`src/rtl/cu_interface.sv`:
```
// Control-unit side of a tag-sequenced parallel channel: address selection, command and
// status exchange, byte transfer bridged to device-side valid/ready streams.
module cu_interface #(
    parameter logic [7:0] ADDRESS = 8'h00
) (
    input  logic        clk,
    input  logic        reset,
    input  logic [7:0]  b_bus_out,
    output logic [7:0]  b_bus_in,
    input  logic        b_operational_out,
    input  logic        b_hold_out,
    input  logic        b_select_out,
    input  logic        b_address_out,
    input  logic        b_command_out,
    input  logic        b_service_out,
    input  logic        b_suppress_out,
    output logic        b_operational_in,
    output logic        b_select_in,
    output logic        b_address_in,
    output logic        b_status_in,
    output logic        b_service_in,
    output logic        b_request_in,
    output logic        a_select_out,
    input  logic        a_select_in,
    input  logic        busy,
    input  logic [15:0] xfer_limit,
    input  logic [7:0]  data_send_tdata,
    input  logic        data_send_tvalid,
    output logic        data_send_tready,
    output logic [7:0]  data_recv_tdata,
    output logic        data_recv_tvalid,
    input  logic        data_recv_tready,
    output logic [7:0]  command,
    output logic [15:0] xfer_count,
    output logic [3:0]  o_dbg_state
);
    // Streams move a byte on a rising clk edge where valid and ready are both high; a
    // source holds valid and data stable until that edge, ready may depend on valid.
    typedef enum logic [3:0] {
        S_IDLE, S_PASS, S_ADDR_IN, S_CMD_WAIT, S_STATUS_IN, S_STATUS_ACK,
        S_DATA_REQ, S_DATA_ACK, S_END_STATUS, S_END_ACK, S_DISCONNECT
    } state_t;

    state_t      r_state, w_state;
    logic [14:0] r_sync1, r_sync2;
    logic [14:0] w_sync_in;
    logic        r_sel_prev;
    logic [7:0]  r_bus_in, w_bus_in;
    logic        r_op_in, w_op_in, r_sel_in, w_sel_in, r_addr_in, w_addr_in;
    logic        r_status_in, w_status_in, r_service_in, w_service_in;
    logic        r_a_sel, w_a_sel;
    logic [7:0]  r_command, w_command, r_status, w_status, w_init_status;
    logic [15:0] r_count, w_count;
    logic        r_recv_valid, w_recv_valid;
    logic [7:0]  r_recv_data, w_recv_data;
    logic        r_acked, w_acked, r_stop, w_stop;
    logic        w_send_ready;
    logic [7:0]  w_bus;
    logic        w_op, w_hold, w_sel, w_addr, w_cmd, w_svc, w_asel, w_is_read;
    logic        w_unused_suppress;

    assign w_unused_suppress = b_suppress_out;
    assign w_sync_in = {a_select_in, b_service_out, b_command_out, b_address_out,
                        b_select_out, b_hold_out, b_operational_out, b_bus_out};
    assign w_bus     = r_sync2[7:0];
    assign w_op      = r_sync2[8];
    assign w_hold    = r_sync2[9];
    assign w_sel     = r_sync2[10];
    assign w_addr    = r_sync2[11];
    assign w_cmd     = r_sync2[12];
    assign w_svc     = r_sync2[13];
    assign w_asel    = r_sync2[14];
    assign w_is_read = (r_command == 8'h02);

    always_comb begin
        if (busy)                                         w_init_status = 8'h10;
        else if (r_command == 8'h01 || r_command == 8'h02) w_init_status = 8'h00;
        else if (r_command == 8'h03)                       w_init_status = 8'h0C;
        else                                               w_init_status = 8'h0E;
    end

    always_comb begin
        w_state      = r_state;
        w_bus_in     = r_bus_in;
        w_op_in      = r_op_in;
        w_sel_in     = r_sel_in;
        w_addr_in    = r_addr_in;
        w_status_in  = r_status_in;
        w_service_in = r_service_in;
        w_a_sel      = r_a_sel;
        w_command    = r_command;
        w_status     = r_status;
        w_count      = r_count;
        w_recv_valid = r_recv_valid;
        w_recv_data  = r_recv_data;
        w_acked      = r_acked;
        w_stop       = r_stop;
        w_send_ready = 1'b0;
        if (r_recv_valid && data_recv_tready) w_recv_valid = 1'b0;
        case (r_state)
            S_IDLE: if (w_sel && !r_sel_prev) begin
                if (w_hold && w_addr && w_bus == ADDRESS) begin
                    w_op_in   = 1'b1;
                    w_addr_in = 1'b1;
                    w_bus_in  = ADDRESS;
                    w_count   = 16'h0000;
                    w_stop    = 1'b0;
                    w_acked   = 1'b0;
                    w_state   = S_ADDR_IN;
                end else begin
                    w_a_sel = 1'b1;
                    w_state = S_PASS;
                end
            end
            S_PASS: begin
                w_a_sel  = w_sel;
                w_sel_in = w_asel;
                if (!w_sel) begin
                    w_sel_in = 1'b0;
                    w_state  = S_IDLE;
                end
            end
            S_ADDR_IN: if (!w_addr && w_cmd) begin
                w_command = w_bus;
                w_addr_in = 1'b0;
                w_state   = S_CMD_WAIT;
            end
            S_CMD_WAIT: if (!w_cmd) begin
                w_status    = w_init_status;
                w_bus_in    = w_init_status;
                w_status_in = 1'b1;
                w_state     = S_STATUS_IN;
            end
            S_STATUS_IN: if (w_svc || w_cmd) begin
                w_status_in = 1'b0;
                w_state     = S_STATUS_ACK;
            end
            S_STATUS_ACK: if (!w_svc && !w_cmd) begin
                if (r_status != 8'h00)        w_state = S_DISCONNECT;
                else if (xfer_limit == 16'h0) w_state = S_END_STATUS;
                else                          w_state = S_DATA_REQ;
            end
            S_DATA_REQ: if (!w_is_read || data_send_tvalid) begin
                w_send_ready = w_is_read;
                if (w_is_read) w_bus_in = data_send_tdata;
                w_service_in = 1'b1;
                w_state      = S_DATA_ACK;
            end
            S_DATA_ACK: begin
                // r_acked splits the state: first the channel's reply, then its release.
                if (!r_acked) begin
                    if (w_cmd) begin
                        w_service_in = 1'b0;
                        w_stop       = 1'b1;
                        w_acked      = 1'b1;
                    end else if (w_svc) begin
                        w_service_in = 1'b0;
                        w_acked      = 1'b1;
                        if (!w_is_read) begin
                            w_recv_valid = 1'b1;
                            w_recv_data  = w_bus;
                        end
                        if (r_count != 16'hFFFF) w_count = r_count + 16'd1;
                    end
                end else if (!w_svc && !w_cmd && !r_recv_valid) begin
                    w_acked = 1'b0;
                    w_state = (r_stop || r_count == xfer_limit) ? S_END_STATUS : S_DATA_REQ;
                end
            end
            S_END_STATUS: begin
                if (!r_status_in) begin
                    w_bus_in    = 8'h0C;
                    w_status_in = 1'b1;
                end else if (w_svc) begin
                    w_status_in = 1'b0;
                    w_state     = S_END_ACK;
                end
            end
            S_END_ACK: if (!w_svc) w_state = S_DISCONNECT;
            S_DISCONNECT: begin
                w_op_in      = 1'b0;
                w_addr_in    = 1'b0;
                w_status_in  = 1'b0;
                w_service_in = 1'b0;
                w_bus_in     = 8'h00;
                w_state      = S_IDLE;
            end
            default: w_state = S_IDLE;
        endcase
        // A channel that is no longer operational tears the connection down from any state.
        if (!w_op) begin
            w_op_in      = 1'b0;
            w_sel_in     = 1'b0;
            w_addr_in    = 1'b0;
            w_status_in  = 1'b0;
            w_service_in = 1'b0;
            w_a_sel      = 1'b0;
            w_bus_in     = 8'h00;
            w_recv_valid = 1'b0;
            w_acked      = 1'b0;
            w_stop       = 1'b0;
            w_state      = S_IDLE;
        end
    end

    always_ff @(posedge clk or posedge reset) begin
        if (reset) begin
            r_sync1      <= '0;
            r_sync2      <= '0;
            r_sel_prev   <= 1'b0;
            r_state      <= S_IDLE;
            r_bus_in     <= 8'h00;
            r_op_in      <= 1'b0;
            r_sel_in     <= 1'b0;
            r_addr_in    <= 1'b0;
            r_status_in  <= 1'b0;
            r_service_in <= 1'b0;
            r_a_sel      <= 1'b0;
            r_command    <= 8'h00;
            r_status     <= 8'h00;
            r_count      <= 16'h0000;
            r_recv_valid <= 1'b0;
            r_recv_data  <= 8'h00;
            r_acked      <= 1'b0;
            r_stop       <= 1'b0;
        end else begin
            r_sync1      <= w_sync_in;
            r_sync2      <= r_sync1;
            r_sel_prev   <= w_sel;
            r_state      <= w_state;
            r_bus_in     <= w_bus_in;
            r_op_in      <= w_op_in;
            r_sel_in     <= w_sel_in;
            r_addr_in    <= w_addr_in;
            r_status_in  <= w_status_in;
            r_service_in <= w_service_in;
            r_a_sel      <= w_a_sel;
            r_command    <= w_command;
            r_status     <= w_status;
            r_count      <= w_count;
            r_recv_valid <= w_recv_valid;
            r_recv_data  <= w_recv_data;
            r_acked      <= w_acked;
            r_stop       <= w_stop;
        end
    end

    assign b_bus_in         = r_bus_in;
    assign b_operational_in = r_op_in;
    assign b_select_in      = r_sel_in;
    assign b_address_in     = r_addr_in;
    assign b_status_in      = r_status_in;
    assign b_service_in     = r_service_in;
    assign b_request_in     = 1'b0;
    assign a_select_out     = r_a_sel;
    assign data_send_tready = w_send_ready;
    assign data_recv_tdata  = r_recv_data;
    assign data_recv_tvalid = r_recv_valid;
    assign command          = r_command;
    assign xfer_count       = r_count;
    assign o_dbg_state      = r_state;
endmodule

```
`config.mk`:
```
export PLATFORM = sky130hd
export DESIGN_NAME = cu_interface
export DESIGN_NICKNAME = d
export VERILOG_FILES = /design/src/rtl/cu_interface.sv
export SDC_FILE = /design/constraint.sdc
export NUM_CORES = 1
export LEC_CHECK = 0
export ABC_AREA = 1
export CELL_PAD_IN_SITES_DETAIL_PLACEMENT = 1
export CELL_PAD_IN_SITES_GLOBAL_PLACEMENT = 1
export CORE_MARGIN = 1
export CORE_UTILIZATION = 33
export DETAILED_ROUTE_END_ITERATION = 10
export PLACE_DENSITY_LB_ADDON = 0.1
export SLEW_MARGIN = 5
export SYNTH_ARGS = -nofsm -noshare
export SYNTH_HDL_FRONTEND = slang
export SYNTH_SLANG_ARGS = --single-unit
```
`constraint.sdc`:
```
create_clock -name clk -period 3.3 [get_ports clk]
set_input_delay 0.99 -clock clk [delete_from_list [all_inputs] [get_ports clk]]
set_output_delay 0.99 -clock clk [all_outputs]
set_load 0.01 [all_outputs]
```
==> impl_metrics.toml <==
[sta]
tightest_slew_ps = 693.0
maxSlewViolCount = 0
tns_ps = 0
finalHoldViolations = 0
setup_viol = 0
worst_slack_ps = 89.61
rsz0062_at_grt = "false"
fmax_ghz = 0.3115
finalCritPeriodShare_pct = 97.28
max-slew-margin-rel_pct = 53.80
period_minus_slack_ps = 3210
skew_ps = 8.221

[route]
routed_wl_um = 12690
drc = 0
postRouteAntennaNets = 0
post_drt_via_cell_ratio = 4.741
wl_per_cell_um = 14.74
num_vias = 4082
firstDrtPassIters = 4
dr.first_iter.drc_count = 138

[power_and_ir_drop]
swShare_pct = 28.59
seqPwrFrac_pct = 46.1
p_comb_share_pct = 15.9
intPower_mw = 1.783
irDropWorstVdd_mv = 0.2628
p_leak_nw = 2.615
p_per_area_mw_per_mm2 = 426.1
power_frac_clock_pct = 38.0
p_switching_uw = 714.0

[placement]
dpl_worst_slack_ps = 73.90
gp_congestion = 0.8309
portBuffers = 95
dp_hpwl_um = 9715
dp_cells = 846

[critical_path]
worst_r2r_endpoint = "xfer_count[8]$_DFFE_PP0P_"
crit_chain = "clkdlybuf4s50_1, inv_1, nor3_1, clkdlybuf4s50_1"
r2r_cells = 10
worstPathMaxFanout = 2
crit_required_ps = 2310
cpMaxStageDelayCell = "clkdlybuf4s50_1"
cp_slowest_stage_delay_ps = 560
worst_setup_path_start_kind = "input pin"
critPathKind = "in -> out"
cp-end-kind = "output port"
arrival_ps = 2220
rr_startpoint = "xfer_count[0]$_DFFE_PP0P_"
crit_end = "data_send_tready"
critPathLaunch = "data_send_tvalid"
reg2reg_setup_slack_ps = 1130
crit_top_cell = "clkdlybuf4s50_1"

[synth]
synth_edf_count = 0
synth_cell_types = 32
yosys.area.top_type = "dfrtp_1"
netlist_top_cells_count = "nand2_1 (179), dfrtp_1 (87), inv_1 (64)"
synth.avg_cell_area_sq_um = 7.612
synth_ff_type = "dfrtp_1"
ys_warn_count = 0
seq_area_frac_synth_pct = 48.97
synth_seq_cells = 87
synth.most_common_cell = "nand2_1"
synth_top_area_share_pct = 48.97
syn_inst = 584
yosys-top-cells-area = "dfrtp_1 (49%), nand2_1 (15%), inv_1 (5.4%), nor2_1 (5.2%), nand3_1 (4.6%)"
synth_nets = 630
synth_area_sq_mm = 0.004446
async_reset_ff_share_pct = 100.0

[global_route]
grt_overflow_total = 0
grt_pass1_vias = 4259
grtUsageTotal_pct = 19.39
grt_pass1_wl_um = 21120
grt_max_degree = 55
antenna_found_initial = 0

[clock_tree]
htreeDepth = 3
cts_resized = 0
cts_hold_buffers = 0
cts_setup_buffers = 0
clockBufferDepth = 2
cts_made_buffers = 9
clockRootBuffer = "clkbuf_16"
clkSinkCount = 87
clk_latency_ps = 350
cts_tree = "done"
path_clk_slew_ps = 60

[min_path]
hold_path_class = "reg -> reg"

[layout]
syn2layout_area_growth_pct = 31.83
insertedDiodeCount = 0
utilization_pct = 44.43
drive_above_1_share_pct = 9.343
layout.nets = 727
fin_cells = 861

[floorplanning]
placementRows = 42
ios = 98
die_x_um = 118.1
start_util_pct = 33.70
die_area_sq_mm = 0.01394
core_region_area_sq_mm = 0.01319
die_h_um = 118.1

[job]
cap_violations = 0

[status]
status = "finished, final reports clean"
==> worst max-delay path: cells and delay by family <==
kind	cells	cell delay, ps
AND/OR/NAND/NOR	1	170
buffers and inverters	3	1050
==> flip-flops by register name (all words and copies together) (netlist names), 3 cells and up <==
name,count
data_recv_tdata,8
r_sync2,15
xfer_count,16
command,8
r_sync1,15
o_dbg_state,4
b_bus_in,8
r_status,3
==> power groups by stage <==
stage / logic (mW) / clock network, mW / registers, mW
4_1_cts: 0.403 / 0.982 / 1.15
2_1_floorplan: 0.232 / 0 / 1.17
6_report: 0.397 / 0.949 / 1.15
3_3_place_gp: 0.392 / 0 / 1.17
3_5_place_dp: 0.401 / 0 / 1.17
5_1_grt: 0.443 / 1.02 / 1.16
==> stage by stage <==
step	hold WS, ps	power (mW)	cell area, sq um
detailed placement	335.8	1.571	5588
global placement	331.9	1.560	5588
CTS	347.6	2.536	5861
floorplan	331.2	1.401	4446
finish	345.8	2.497	5861
global route	356.6	2.619	5861
==> logic make-up after synthesis <==
group / synth area share, %
and+or+nand+nor: 32.34
AOI/OAI and AO/OA: 8.725
xor gates and xnor gates: 1.970
buffers and inverters: 7.627
adders and majority gates: 0.2814
DFF: 48.97
other: 0.08435
==> area by class of cell <==
cell class / count / area [sq um]
fillers: 1636 / 7330
flip-flops and latches: 87 / 2177
multi-input cells: 413 / 1929
repair buffers: 99 / 993.5
inverters: 71 / 267.8
clock buffers: 9 / 225.2
well taps: 176 / 220.2
clock inverters: 6 / 47.55
==> metal layers <==
metal	GRT usage, %	vias up	routed length [um]
met2	32.32	73	6067
met4	7.212	0	185
met5	0	-	0
met3	3.924	11	555
met1	24.76	1977	5884
li1	-	2021	-
==> placed cells by master (no fill, tap or decap), types with 2 or more instances in the layout <==
master           synthesis  routed
nand4_1                  4       4
clkbuf_16                0       9
nand3_1                 41      41
nor2_4                   2       2
inv_2                    7       7
o21ai_1                 25      25
clkinvlp_4               0       4
or2_2                    9       9
dfrtp_1                 87      87
xor2_1                  10      10
nand3b_1                 2       2
o21ai_0                 28      28
a21oi_1                  5       5
nand2_2                  9       9
nand2_1                179     179
o21ai_2                  7       7
nor2_1                  62      62
nor2_2                   5       5
buf_4                    2       3
inv_1                   64      63
clkdlybuf4s50_1          0      95
a31oi_1                  2       2
nor3_1                  14      14
==> worst min-delay path by stage <==
stage / startpoint / endpoint / slack, ps / cells past startpoint
3_3_place_gp: r_sync1[1]$_DFF_PP0_ / r_sync2[1]$_DFF_PP0_ / 330 / 0
2_1_floorplan: r_sync1[0]$_DFF_PP0_ / r_sync2[0]$_DFF_PP0_ / 330 / 0
3_5_place_dp: r_sync1[14]$_DFF_PP0_ / r_sync2[14]$_DFF_PP0_ / 340 / 0
6_report: r_sync1[14]$_DFF_PP0_ / r_sync2[14]$_DFF_PP0_ / 350 / 0
5_1_grt: r_sync1[11]$_DFF_PP0_ / r_sync2[11]$_DFF_PP0_ / 360 / 0
4_1_cts: r_sync1[14]$_DFF_PP0_ / r_sync2[14]$_DFF_PP0_ / 350 / 0
Note: power is estimated with default switching activity, not from simulation.
